`config.mk`:
```
export PLATFORM = sky130hd
export DESIGN_NAME = game_turn_ctrl
export DESIGN_NICKNAME = d
export VERILOG_FILES = /design/src/rtl/connect4_pkg.sv /design/src/rtl/turn_timer.sv /design/src/rtl/game_turn_ctrl.sv
export SDC_FILE = /design/constraint.sdc
export NUM_CORES = 1
export LEC_CHECK = 0
export BUFFER_PORTS_ARGS = -buffer_cell sky130_fd_sc_hd__buf_2
export CAP_MARGIN = 20
export CORE_MARGIN = 3
export CORE_UTILIZATION = 27
export CTS_BUF_LIST = sky130_fd_sc_hd__clkbuf_2 sky130_fd_sc_hd__clkbuf_4 sky130_fd_sc_hd__clkbuf_8
export DETAILED_ROUTE_END_ITERATION = 12
export SYNTH_ARGS = -nofsm -noshare
export SYNTH_HDL_FRONTEND = slang
export SYNTH_SLANG_ARGS = --single-unit
```
`constraint.sdc`:
```
create_clock -name clk -period 3.4 [get_ports clk]
set_input_delay 0.34 -clock clk [delete_from_list [all_inputs] [get_ports clk]]
set_output_delay 0.34 -clock clk [all_outputs]
set_load 0.05 [all_outputs]
```
`src/rtl/connect4_pkg.sv`:
```
// rtl/connect4_pkg.sv - shared state encoding and player constants for the turn controller
package connect4_pkg;

   typedef enum logic [2:0] {
      ST_IDLE,
      ST_WAIT_MOVE,
      ST_EDIT,
      ST_CHECK,
      ST_OVER
   } state_t;

   localparam logic [1:0] P1 = 2'd1;
   localparam logic [1:0] P2 = 2'd2;

   function automatic logic [1:0] other_player(input logic [1:0] p);
      return (p == P1) ? P2 : P1;
   endfunction

endpackage

```
`src/rtl/turn_timer.sv`:
```
// rtl/turn_timer.sv - per-turn down-counter; expired while the count sits at zero
module turn_timer #(
   parameter int unsigned CYCLES = 500000
) (
   input  logic clk,
   input  logic rst,
   input  logic load,
   input  logic enable,
   output logic expired
);

   localparam int unsigned W = $clog2(CYCLES + 1);
   localparam logic [W-1:0] RELOAD = W'(CYCLES - 1);

   logic [W-1:0] count;

   always_ff @(posedge clk or posedge rst) begin
      if (rst) begin
         count <= '0;
      end else if (load) begin
         count <= RELOAD;
      end else if (enable && (count != '0)) begin
         count <= count - W'(1);
      end
   end

   assign expired = (count == '0);

endmodule

```
`src/rtl/game_turn_ctrl.sv`:
```
// rtl/game_turn_ctrl.sv - connect-four turn sequencer driving the edit and win-check engines
module game_turn_ctrl
   import connect4_pkg::*;
#(
   parameter int unsigned TURN_CYCLES  = 500000,
   parameter int unsigned EDIT_TIMEOUT = 16,
   parameter int unsigned BOARD_CELLS  = 64
) (
   input  logic       clk,
   input  logic       rst,
   input  logic       start,
   input  logic       move_req,
   input  logic       edit_wr,
   input  logic       edit_finish,
   input  logic       chk_done,
   input  logic       chk_win,
   output logic       edit_en,
   output logic       chk_start,
   output logic [1:0] cur_player,
   output logic [6:0] move_cnt,
   output logic       busy,
   output logic       game_over,
   output logic [1:0] winner,
   output logic       invalid_move,
   output logic       turn_timeout,
   output logic       edit_fault
);

   localparam int unsigned WD_W = $clog2(EDIT_TIMEOUT + 1);
   localparam logic [WD_W-1:0] WD_LOAD = WD_W'(EDIT_TIMEOUT - 1);
   localparam logic [6:0] FULL = 7'(BOARD_CELLS);

   state_t          state, state_n;
   logic [1:0]      player_n, winner_n;
   logic [6:0]      cnt_n;
   logic            fault_n, wr_seen, wr_seen_n;
   logic [WD_W-1:0] wdog, wdog_n;
   logic            edit_en_n, chk_start_n, invalid_n, timeout_n;
   logic            timer_load, timer_en, timer_expired;

   turn_timer #(.CYCLES(TURN_CYCLES)) u_turn_timer (
      .clk     (clk),
      .rst     (rst),
      .load    (timer_load),
      .enable  (timer_en),
      .expired (timer_expired)
   );

   always_ff @(posedge clk or posedge rst) begin
      if (rst) begin
         state        <= ST_IDLE;
         cur_player   <= P1;
         move_cnt     <= '0;
         winner       <= '0;
         edit_fault   <= 1'b0;
         wr_seen      <= 1'b0;
         wdog         <= '0;
         edit_en      <= 1'b0;
         chk_start    <= 1'b0;
         invalid_move <= 1'b0;
         turn_timeout <= 1'b0;
      end else begin
         state        <= state_n;
         cur_player   <= player_n;
         move_cnt     <= cnt_n;
         winner       <= winner_n;
         edit_fault   <= fault_n;
         wr_seen      <= wr_seen_n;
         wdog         <= wdog_n;
         edit_en      <= edit_en_n;
         chk_start    <= chk_start_n;
         invalid_move <= invalid_n;
         turn_timeout <= timeout_n;
      end
   end

   always_comb begin
      state_n     = state;
      player_n    = cur_player;
      cnt_n       = move_cnt;
      winner_n    = winner;
      fault_n     = edit_fault;
      wr_seen_n   = wr_seen;
      wdog_n      = wdog;
      edit_en_n   = 1'b0;
      chk_start_n = 1'b0;
      invalid_n   = 1'b0;
      timeout_n   = 1'b0;
      timer_load  = 1'b0;
      timer_en    = 1'b0;
      case (state)
         ST_IDLE, ST_OVER: begin
            if (start) begin
               state_n    = ST_WAIT_MOVE;
               player_n   = P1;
               cnt_n      = '0;
               winner_n   = '0;
               fault_n    = 1'b0;
               timer_load = 1'b1;
            end
         end
         ST_WAIT_MOVE: begin
            // A move on the expiry cycle takes priority over forfeiting the turn
            if (move_req) begin
               state_n   = ST_EDIT;
               edit_en_n = 1'b1;
               wr_seen_n = 1'b0;
               wdog_n    = WD_LOAD;
            end else if (timer_expired) begin
               timeout_n  = 1'b1;
               player_n   = other_player(cur_player);
               timer_load = 1'b1;
            end else begin
               timer_en = 1'b1;
            end
         end
         ST_EDIT: begin
            if (edit_wr) wr_seen_n = 1'b1;
            if (edit_finish) begin
               if (wr_seen || edit_wr) begin
                  cnt_n       = (move_cnt < FULL) ? move_cnt + 7'd1 : move_cnt;
                  chk_start_n = 1'b1;
                  state_n     = ST_CHECK;
               end else begin
                  invalid_n = 1'b1;
                  state_n   = ST_WAIT_MOVE;
               end
            end else if (wdog == '0) begin
               fault_n = 1'b1;
               state_n = ST_IDLE;
            end else begin
               wdog_n = wdog - WD_W'(1);
            end
         end
         ST_CHECK: begin
            if (chk_done) begin
               if (chk_win) begin
                  winner_n = cur_player;
                  state_n  = ST_OVER;
               end else if (move_cnt == FULL) begin
                  winner_n = '0;
                  state_n  = ST_OVER;
               end else begin
                  player_n   = other_player(cur_player);
                  timer_load = 1'b1;
                  state_n    = ST_WAIT_MOVE;
               end
            end
         end
         default: state_n = ST_IDLE;
      endcase
   end

   assign busy      = (state == ST_EDIT) || (state == ST_CHECK);
   assign game_over = (state == ST_OVER);

endmodule
```
==> impl_results.md, run 1 <==
- Outcome: completed
- First-pass GRT wire length: 8530 um
- Most common cell after layout, fill and taps aside: dfrtp_1
- Post-Syn Area per Cell: 9.94 sq um
- Total track usage: 10.7%
- Worst path bufs/invs: 1
- Slew Viols, Final: 0
- Post-Route WL: 4990 um
- Cts repair resizes: 0
- Largest net degree at the start of global routing: 45
- CP max stage delay: 0.57 ns
- CP max stage cell: or4_4
- Syn nets: 246
- Synth Flop Type: dfrtp_1
- GRT busiest layer: met2
- Antenna cells: 0
- Die H: between 90 and 100 um
- Final setup margin: 0.796 ns
- Clk sinks: between 40 and 50
- Synth warn: 0
- Tot Pwr: 1.58 mW
- Worst hold-check path type: input pin to flip-flop
- Leakage: 1.12 nW
- Critical Path RT: 3.58 ns
- Crit path DAT: 2.78 ns
- GRT overflow: 0
- Port Buf Inserts: 25
- Fin nets: 272
- Cell at the root of the clock tree: clkbuf_8
- Met1 usage: between 10% and 20%
- Setup skew after layout: 0.0127 ns
- Drc violations: 0
- Via count: 1,835
- Setup WS pre-CTS: 0.791 ns
- CTS tree: yes
- Post-synth EDFFs: 0
- FF-to-FF Start: u_turn_timer.count[0]
- Met3 GRT Util: 2.19%
- Max Fclk: 384 MHz
- Seq/Total Area, Yosys: between 40% and 50%
- Initial DRC Count: 68
- Worst-path cell chain: inv_1 > ha_1 > or3b_2 > or4_4 > o211ai_2 > nor4_1 > or3_1
- Fin area: 2640 sq um
- Crit path kind: flip-flop to flip-flop
- CP max FO: 11
- Skew-Pair Late Insertion Delay: ~0.30 ns
- Ys async rst share: 100%
- Reg2reg path depth: 7
- Final GP Congestion: 0.746
- DPL Wire Length: between 3000 and 4000 um
- Worst Hold Path Cells: 2
- Starting Density: 27.9%
- Placed instance area: 2530 sq um
- Post-CTS Setup Repair Bufs: 0
- Max-cap violations: 0
- Final Hold Fails: 0
- Crit end category: flip-flop
- Worst slew pin tran: 0.943 ns
- Worst VDD drop: 0.333 mV
- Vias in the first global route: 1,788
- Crit path max-delay family: simple AND/OR/NAND/NOR gates
- Commonest cells after routing, fill and taps aside: 43 x dfrtp_1, 25 x buf_2, 23 x nor2_1, 16 x o21ai_0, 15 x nand2_1
- ANT nets after route: 0
- Final min period: roughly 2.6 ns
- Die area: just under 10,000 sq um
- Drt via density: 5.04
- Total clock buffers created by CTS: 5
- Final worst-path cycle share: 76.6%
- Stages on the worst setup path: 7
- Mapped cell area: 2310 sq um
- Mapped Cells: 232
- Reg2reg setup slack: between 0.7 and 0.8 ns
- Met2 Use GR: between 10% and 20%
- Layout cell share with drive strength beyond 1: about a fifth
- Seq cells post-synth: 44
- Reg2reg end: u_turn_timer.count[15]
- I/O pins: 26
- RSZ-0062 raised after global routing: false
- Worst slew margin: 37.0%
- Final setup violation count: 0
- H-tree levels: 2
- P&R area growth vs syn: 14.5%
- Hold Buf Count CTS: 0
- Clock buffer depth: 2
- DRT Pass-1 Iters: 4
- Crit path from: u_turn_timer.count[0]
- Initial antenna violation count: 0
- Row cnt: 33
- CP Capture Point: u_turn_timer.count[15]
- Worst-path clk slew: 0.09 ns
- Die extent in x: 98.4 um
- Startpoint Class: flip-flop
- WL/cell: 13.7 um
- Hold_ws: 0.219 ns
- Pwr Density: ~600 nW/um^2
- Yosys cell types: 49
- Fin Setup TNS: 0 ns
- Core ar.: approximately 8300 sq um
-- synthesized netlist by cell type, types with 2 or more instances --
master | instances | area (sq um)
nand4_1 | 7 | 43.8
o211ai_1 | 4 | 30.0
or4_1 | 4 | 30.0
nand2b_1 | 2 | 12.5
and2_1 | 3 | 18.8
nor4b_1 | 2 | 17.5
inv_1 | 11 | 41.3
nor4b_2 | 2 | 30.0
ha_1 | 6 | 75.1
mux2i_1 | 2 | 20.0
nor4_1 | 2 | 12.5
or4_4 | 3 | 33.8
a211o_1 | 2 | 17.5
or3b_2 | 3 | 26.3
nand2_1 | 15 | 56.3
a31oi_1 | 5 | 31.3
buf_6 | 2 | 22.5
buf_2 | 2 | 10.0
xnor2_1 | 4 | 35.0
o21ai_0 | 16 | 80.1
nor2_1 | 23 | 86.3
dfrtp_1 | 43 | 1080
xor2_1 | 6 | 52.6
or3_1 | 5 | 31.3
nor3_1 | 12 | 60.1
clkbuf_1 | 3 | 11.3
a21oi_1 | 10 | 50.1
nand3_1 | 3 | 15.0
and3_1 | 3 | 18.8
nor2b_1 | 2 | 12.5
o31ai_1 | 7 | 52.6
-- how the worst min path moves through the flow --
stage,endpoint,slack (ns),startpoint
floorplan,invalid_move,0.41,edit_wr
global placement,invalid_move,0.45,wr_seen
detailed placement,invalid_move,0.46,wr_seen
CTS,invalid_move,0.22,edit_wr
global route,invalid_move,0.23,edit_wr
finish,invalid_move,0.22,edit_wr
-- registers in the layout (all words and copies together) (netlist names) --
name,count
cur_player,2
turn_timeout,1
u_turn_timer.count,19
edit_fault,1
move_cnt,7
winner,2
wr_seen,1
state,3
wdog,5
invalid_move,1
chk_start,1
edit_en,1
-- routing by layer --
layer	vias up	share of wire, %
li1	901	-
met1	892	48
met2	38	47
met3	4	3.9
met4	0	1.0
met5	-	0
-- cell type report --
| class | instances | area, sq um |
|---|---|---|
| Inverter | 11 | 41.3 |
| Multi-Input combinational cell | 169 | 1110 |
| Clock buffer | 7 | 83.8 |
| Clock inverter | 1 | 30.0 |
| Tap cell | 105 | 131 |
| Timing Repair Buffer | 27 | 140 |
| Fill cell | 870 | 5620 |
| Sequential cell | 44 | 1100 |
-- cell families after synthesis --
logic type / count (synthesis) / share of synthesized area [%]
and+or+nand+nor: 98 / 25.1
AOI/OAI and AO/OA: 52 / 14.5
DFF: 44 / 47.8
buffers and inverters: 19 / 4.02
xor gates and xnor gates: 10 / 3.80
adders and majority gates: 6 / 3.26
muxes: 3 / 1.52
-- metrics by stage --
step                cells  util (%)
floorplan             232         -
global placement      356      30.6
detailed placement    356      30.6
CTS                   364      32.0
global route          364      32.0
finish                364      32.0
-- report_power, final --
| part | leakage [nW] | internal [mW] | switching, mW | total (mW) |
|---|---|---|---|---|
| registers | 0.530 | 0.586 | 0.0808 | 0.667 |
| clock network | 0.0593 | 0.236 | 0.183 | 0.419 |
| logic | 0.532 | 0.155 | 0.336 | 0.491 |
| total | 1.12 | 0.977 | 0.599 | 1.58 |
-- worst reg2reg max path: stages (launching register included) --
cell,delay [ns]
dfrtp_1,0.41
inv_1,0.09
ha_1,0.15
or3b_2,0.47
or4_4,0.57
o211ai_2,0.43
nor4_1,0.08
or3_1,0.31
No activity file was read; power rests on OpenSTA's default activity.
==> run 2: changes to the inputs <==
- ABC_AREA: default -> 1
- clock period: 3.4 -> 2.1 ns (I/O delays scaled with it)
==> run 2 against run 1 <==
- critical path depth is 5 higher
- final cell count is 33% higher
- area after synthesis is 11% higher
- sequential cell count stayed put
- non-clock buffer count is 2 higher
- critical path type unchanged
- largest cell class unchanged
- highest routed layer unchanged
==> impl_results.md, run 2 <==
- P&R area growth vs syn: 13.7%
- CP Capture Point: cur_player[0]
- Crit path DAT: 2.09 ns (-0.69 ns)
- Initial DRC Count: 92 (+35%)
- Met1 usage: 15.7% (+1.3 points)
- Final min period: 1.84 ns (-0.760 ns)
- Seq/Total Area, Yosys: 43.2% (-4.6 points)
- Layout cell share with drive strength beyond 1: 14.9% (-5.2 points)
- Fin Setup TNS: 0 ns (unchanged)
- I/O pins: 26 (unchanged)
- Clk sinks: 44 (unchanged)
- Initial antenna violation count: 0 (unchanged)
- Worst slew pin tran: 0.565 ns (-0.378 ns)
- Layout Utilization: 32.4% (+0.47 points)
- Vias in the first global route: 2,086 (+17%)
- Crit end category: flip-flop
- Crit path max-delay family: simple AND/OR/NAND/NOR gates
- Max Fclk: 542 MHz (+41%)
- Die extent in x: 103 um (+4.8%)
- ANT nets after route: 0 (unchanged)
- Worst-path clk slew: 0.08 ns (about the same)
- CP max stage cell: dfrtp_1
- Worst path bufs/invs: 3 (+2)
- Cell mode on critical path: nand2_1
- RSZ-0062 raised after global routing: false
- Synth warn: 0 (unchanged)
- Via count: 2,241 (+22%)
- Final Hold Fails: 0 (unchanged)
- Slew Viols, Final: 0 (unchanged)
- First-pass GRT wire length: 9930 um (+16%)
- FF-to-FF Start: u_turn_timer.count[0]
- Leakage: 1.47 nW (+31%)
- Port Buf Inserts: 25 (unchanged)
- Core ar.: 8930 sq um (+8.2%)
- Worst slew margin: 62.3% (+25 points)
- Top cells by count, synth: 82 x nand2_1, 54 x nor2_1, 43 x dfrtp_1, 43 x inv_1, 38 x nand3_1
- Crit path kind: flip-flop to flip-flop
- Die area: 10,600 sq um (+9.9%)
- Worst hold-check path type: input pin to async pin
- Final worst-path cycle share: 87.8% (+11 points)
- Stages on the worst setup path: 12 (+5)
- Critical Path RT: 2.34 ns (-1.24 ns)
- Final setup violation count: 0 (unchanged)
- Synth Flop Type: dfrtp_1
- Reg2reg setup slack: 0.26 ns (-0.54 ns)
- Cell at the root of the clock tree: clkbuf_8
- Worst VDD drop: 0.538 mV (+62%)
- Crit path from: u_turn_timer.count[0]
- Placed Cells: 475 (+33%)
- Comb power frac: 41.8% (+11 points)
- Startpoint Class: flip-flop
- Setup WS pre-CTS: 0.147 ns (-0.644 ns)
- Hold Buf Count CTS: 0 (unchanged)
- Drc violations: 0 (unchanged)
- H-tree levels: 2 (unchanged)
- Fin area: 2900 sq um (+9.8%)
- Final GP Congestion: 0.815 (+9.4%)
- Clock buffer depth: 2 (unchanged)
- Met2 Use GR: 18.6% (+1.5 points)
- Worst-path cell chain: inv_1 > ha_1 > inv_1 > nor2_1 > nand2_1 > nor2_2 > nand3_4 > nor2_4 > nor2_4 > inv_2 > nand2_1 > nand2_1
- Most common cell after layout, fill and taps aside: nand2_1
- Syn nets: 359 (+46%)
- DPL Wire Length: 4250 um (+21%)
- Top-area cell type share of the netlist area: 42.2% (-4.4 points)
- Largest registers: u_turn_timer.count: 19 flops, move_cnt: 7 flops, wdog: 5 flops
- CP max stage delay: 0.41 ns (-0.16 ns)
- Most numerous cell in the Yosys netlist: nand2_1
- Antenna cells: 0 (unchanged)
- Clock network power share: 19.0% (-7.6 points)
- Skew-Pair Late Insertion Delay: 0.30 ns (about the same)
- Setup skew after layout: 0.0119 ns (-0.000777 ns)
- Cell taking the most area after synthesis: dfrtp_1
- Pwr Density: 1010 nW/um^2 (+68%)
- Total clock buffers created by CTS: 5 (unchanged)
- Reg2reg end: cur_player[0]
- Mapped Cells: 345 (+49%)
- Drt via density: 4.62 (-8.3%)
- Placed instance area: 2790 sq um (+10%)
- Largest net degree at the start of global routing: 45 (unchanged)
- Total track usage: 11.8% (+1.1 points)
- Pint: 1.59 mW (+63%)
- Largest cells by area after synthesis: dfrtp_1 42%, nand2_1 12%, nor2_1 8.0%
- NetSw: 1.32 mW (+120%)
- Yosys cell types: 29 (-41%)
- Met3 GRT Util: 2.71% (+0.51 points)
- Fin nets: 390 (+43%)
- Mapped cell area: 2550 sq um (+11%)
- GRT busiest layer: met2
- Reg2reg path depth: 12 (+5)
- Final setup margin: 0.256 ns (-0.540 ns)
- WL/cell: 11.7 um (-15%)
- Ys async rst share: 100% (unchanged)
- Switching Fraction: 45.4% (+7.4 points)
- Max-cap violations: 0 (unchanged)
- Max reg flops: 19 (unchanged)
- Starting Density: 28.5% (+0.61 points)
- Post-Syn Area per Cell: 7.39 sq um (-26%)
- Row cnt: 34 (+3.0%)
- Outcome: completed
- CTS tree: yes
- GRT overflow: 0 (unchanged)
- Die H: 103 um (+4.8%)
- Reg power frac: 39.1% (-3.2 points)
- Post-Route WL: 5680 um (+14%)
- Commonest cells after routing, fill and taps aside: 82 x nand2_1, 54 x nor2_1, 43 x dfrtp_1, 42 x inv_1, 38 x nand3_1
- Seq cells post-synth: 44 (unchanged)
- Non-filler cells, final: 485 (+33%)
- CP max FO: 17 (+6)
- Reg with most FFs: u_turn_timer.count
- DRT Pass-1 Iters: 4 (unchanged)
- Post-synth EDFFs: 0 (unchanged)
run 2: routing by layer:
| metal | share of wire, % | wire [um] |
|---|---|---|
| met1 | 47 | 2670 |
| met4 | 1.5 | 83 |
| met3 | 4.8 | 275 |
| met2 | 47 | 2650 |
| met5 | 0 | 0 |
run 2: worst min path at each step:
stage	startpoint	endpoint	slack, ns	depth (start not counted)
floorplan	start	move_cnt[6]	0.30	1
global placement	rst	edit_en	0.40	3
detailed placement	rst	u_turn_timer.count[3]	0.40	3
CTS	rst	move_cnt[4]	0.07	3
global route	rst	chk_start	0.1	3
finish	rst	edit_en	0.05	3
run 2: area by class of cell:
class | count | area [sq um]
clock inverters | 1 | 8.76
multi-input cells | 249 | 1240
inverters | 47 | 176
repair buffers | 29 | 155
fillers | 974 | 6040
flip-flops and latches | 44 | 1100
clock buffers | 7 | 83.8
well taps | 108 | 135
run 2: kinds of logic (layout without fill, tap and decap cells):
family / count (synthesis) / after routing / share of synthesized area (%)
XOR/XNOR: 5 / 5 / 1.72
AND/OR/NAND/NOR: 211 / 211 / 38.1
adder cells (fa/ha/maj): 6 / 6 / 2.95
flip-flops: 44 / 44 / 43.2
AO/OA/AOI/OAI: 27 / 27 / 5.74
buffers and inverters: 52 / 84 / 8.25
run 2: per-stage QoR:
step / total power, mW / hold WS (ns)
global route: 3.17 / 0.0992
floorplan: 2.11 / 0.296
global placement: 2.37 / 0.396
finish: 2.91 / 0.0503
detailed placement: 2.39 / 0.403
CTS: 2.96 / 0.0690
run 2: what timing repair did:
action	4_1_cts	5_1_grt
gates resized for setup	0	0
hold endpoints to repair	0	0
endpoints found under the setup margin	0	14
buffers inserted	0	2
run 2: worst min-delay path: stages:
cell   delay [ns]
buf_2        0.10
inv_2        0.04
buf_4        0.46
run 2: power by group through the flow:
stage | clock (mW) | sequential [mW] | combinational (mW)
final | 0.555 | 1.14 | 1.22
after global routing | 0.618 | 1.17 | 1.38
after CTS | 0.586 | 1.14 | 1.23
after detailed placement | 0 | 1.15 | 1.23
after global placement | 0 | 1.16 | 1.21
after floorplan | 0 | 1.29 | 0.821
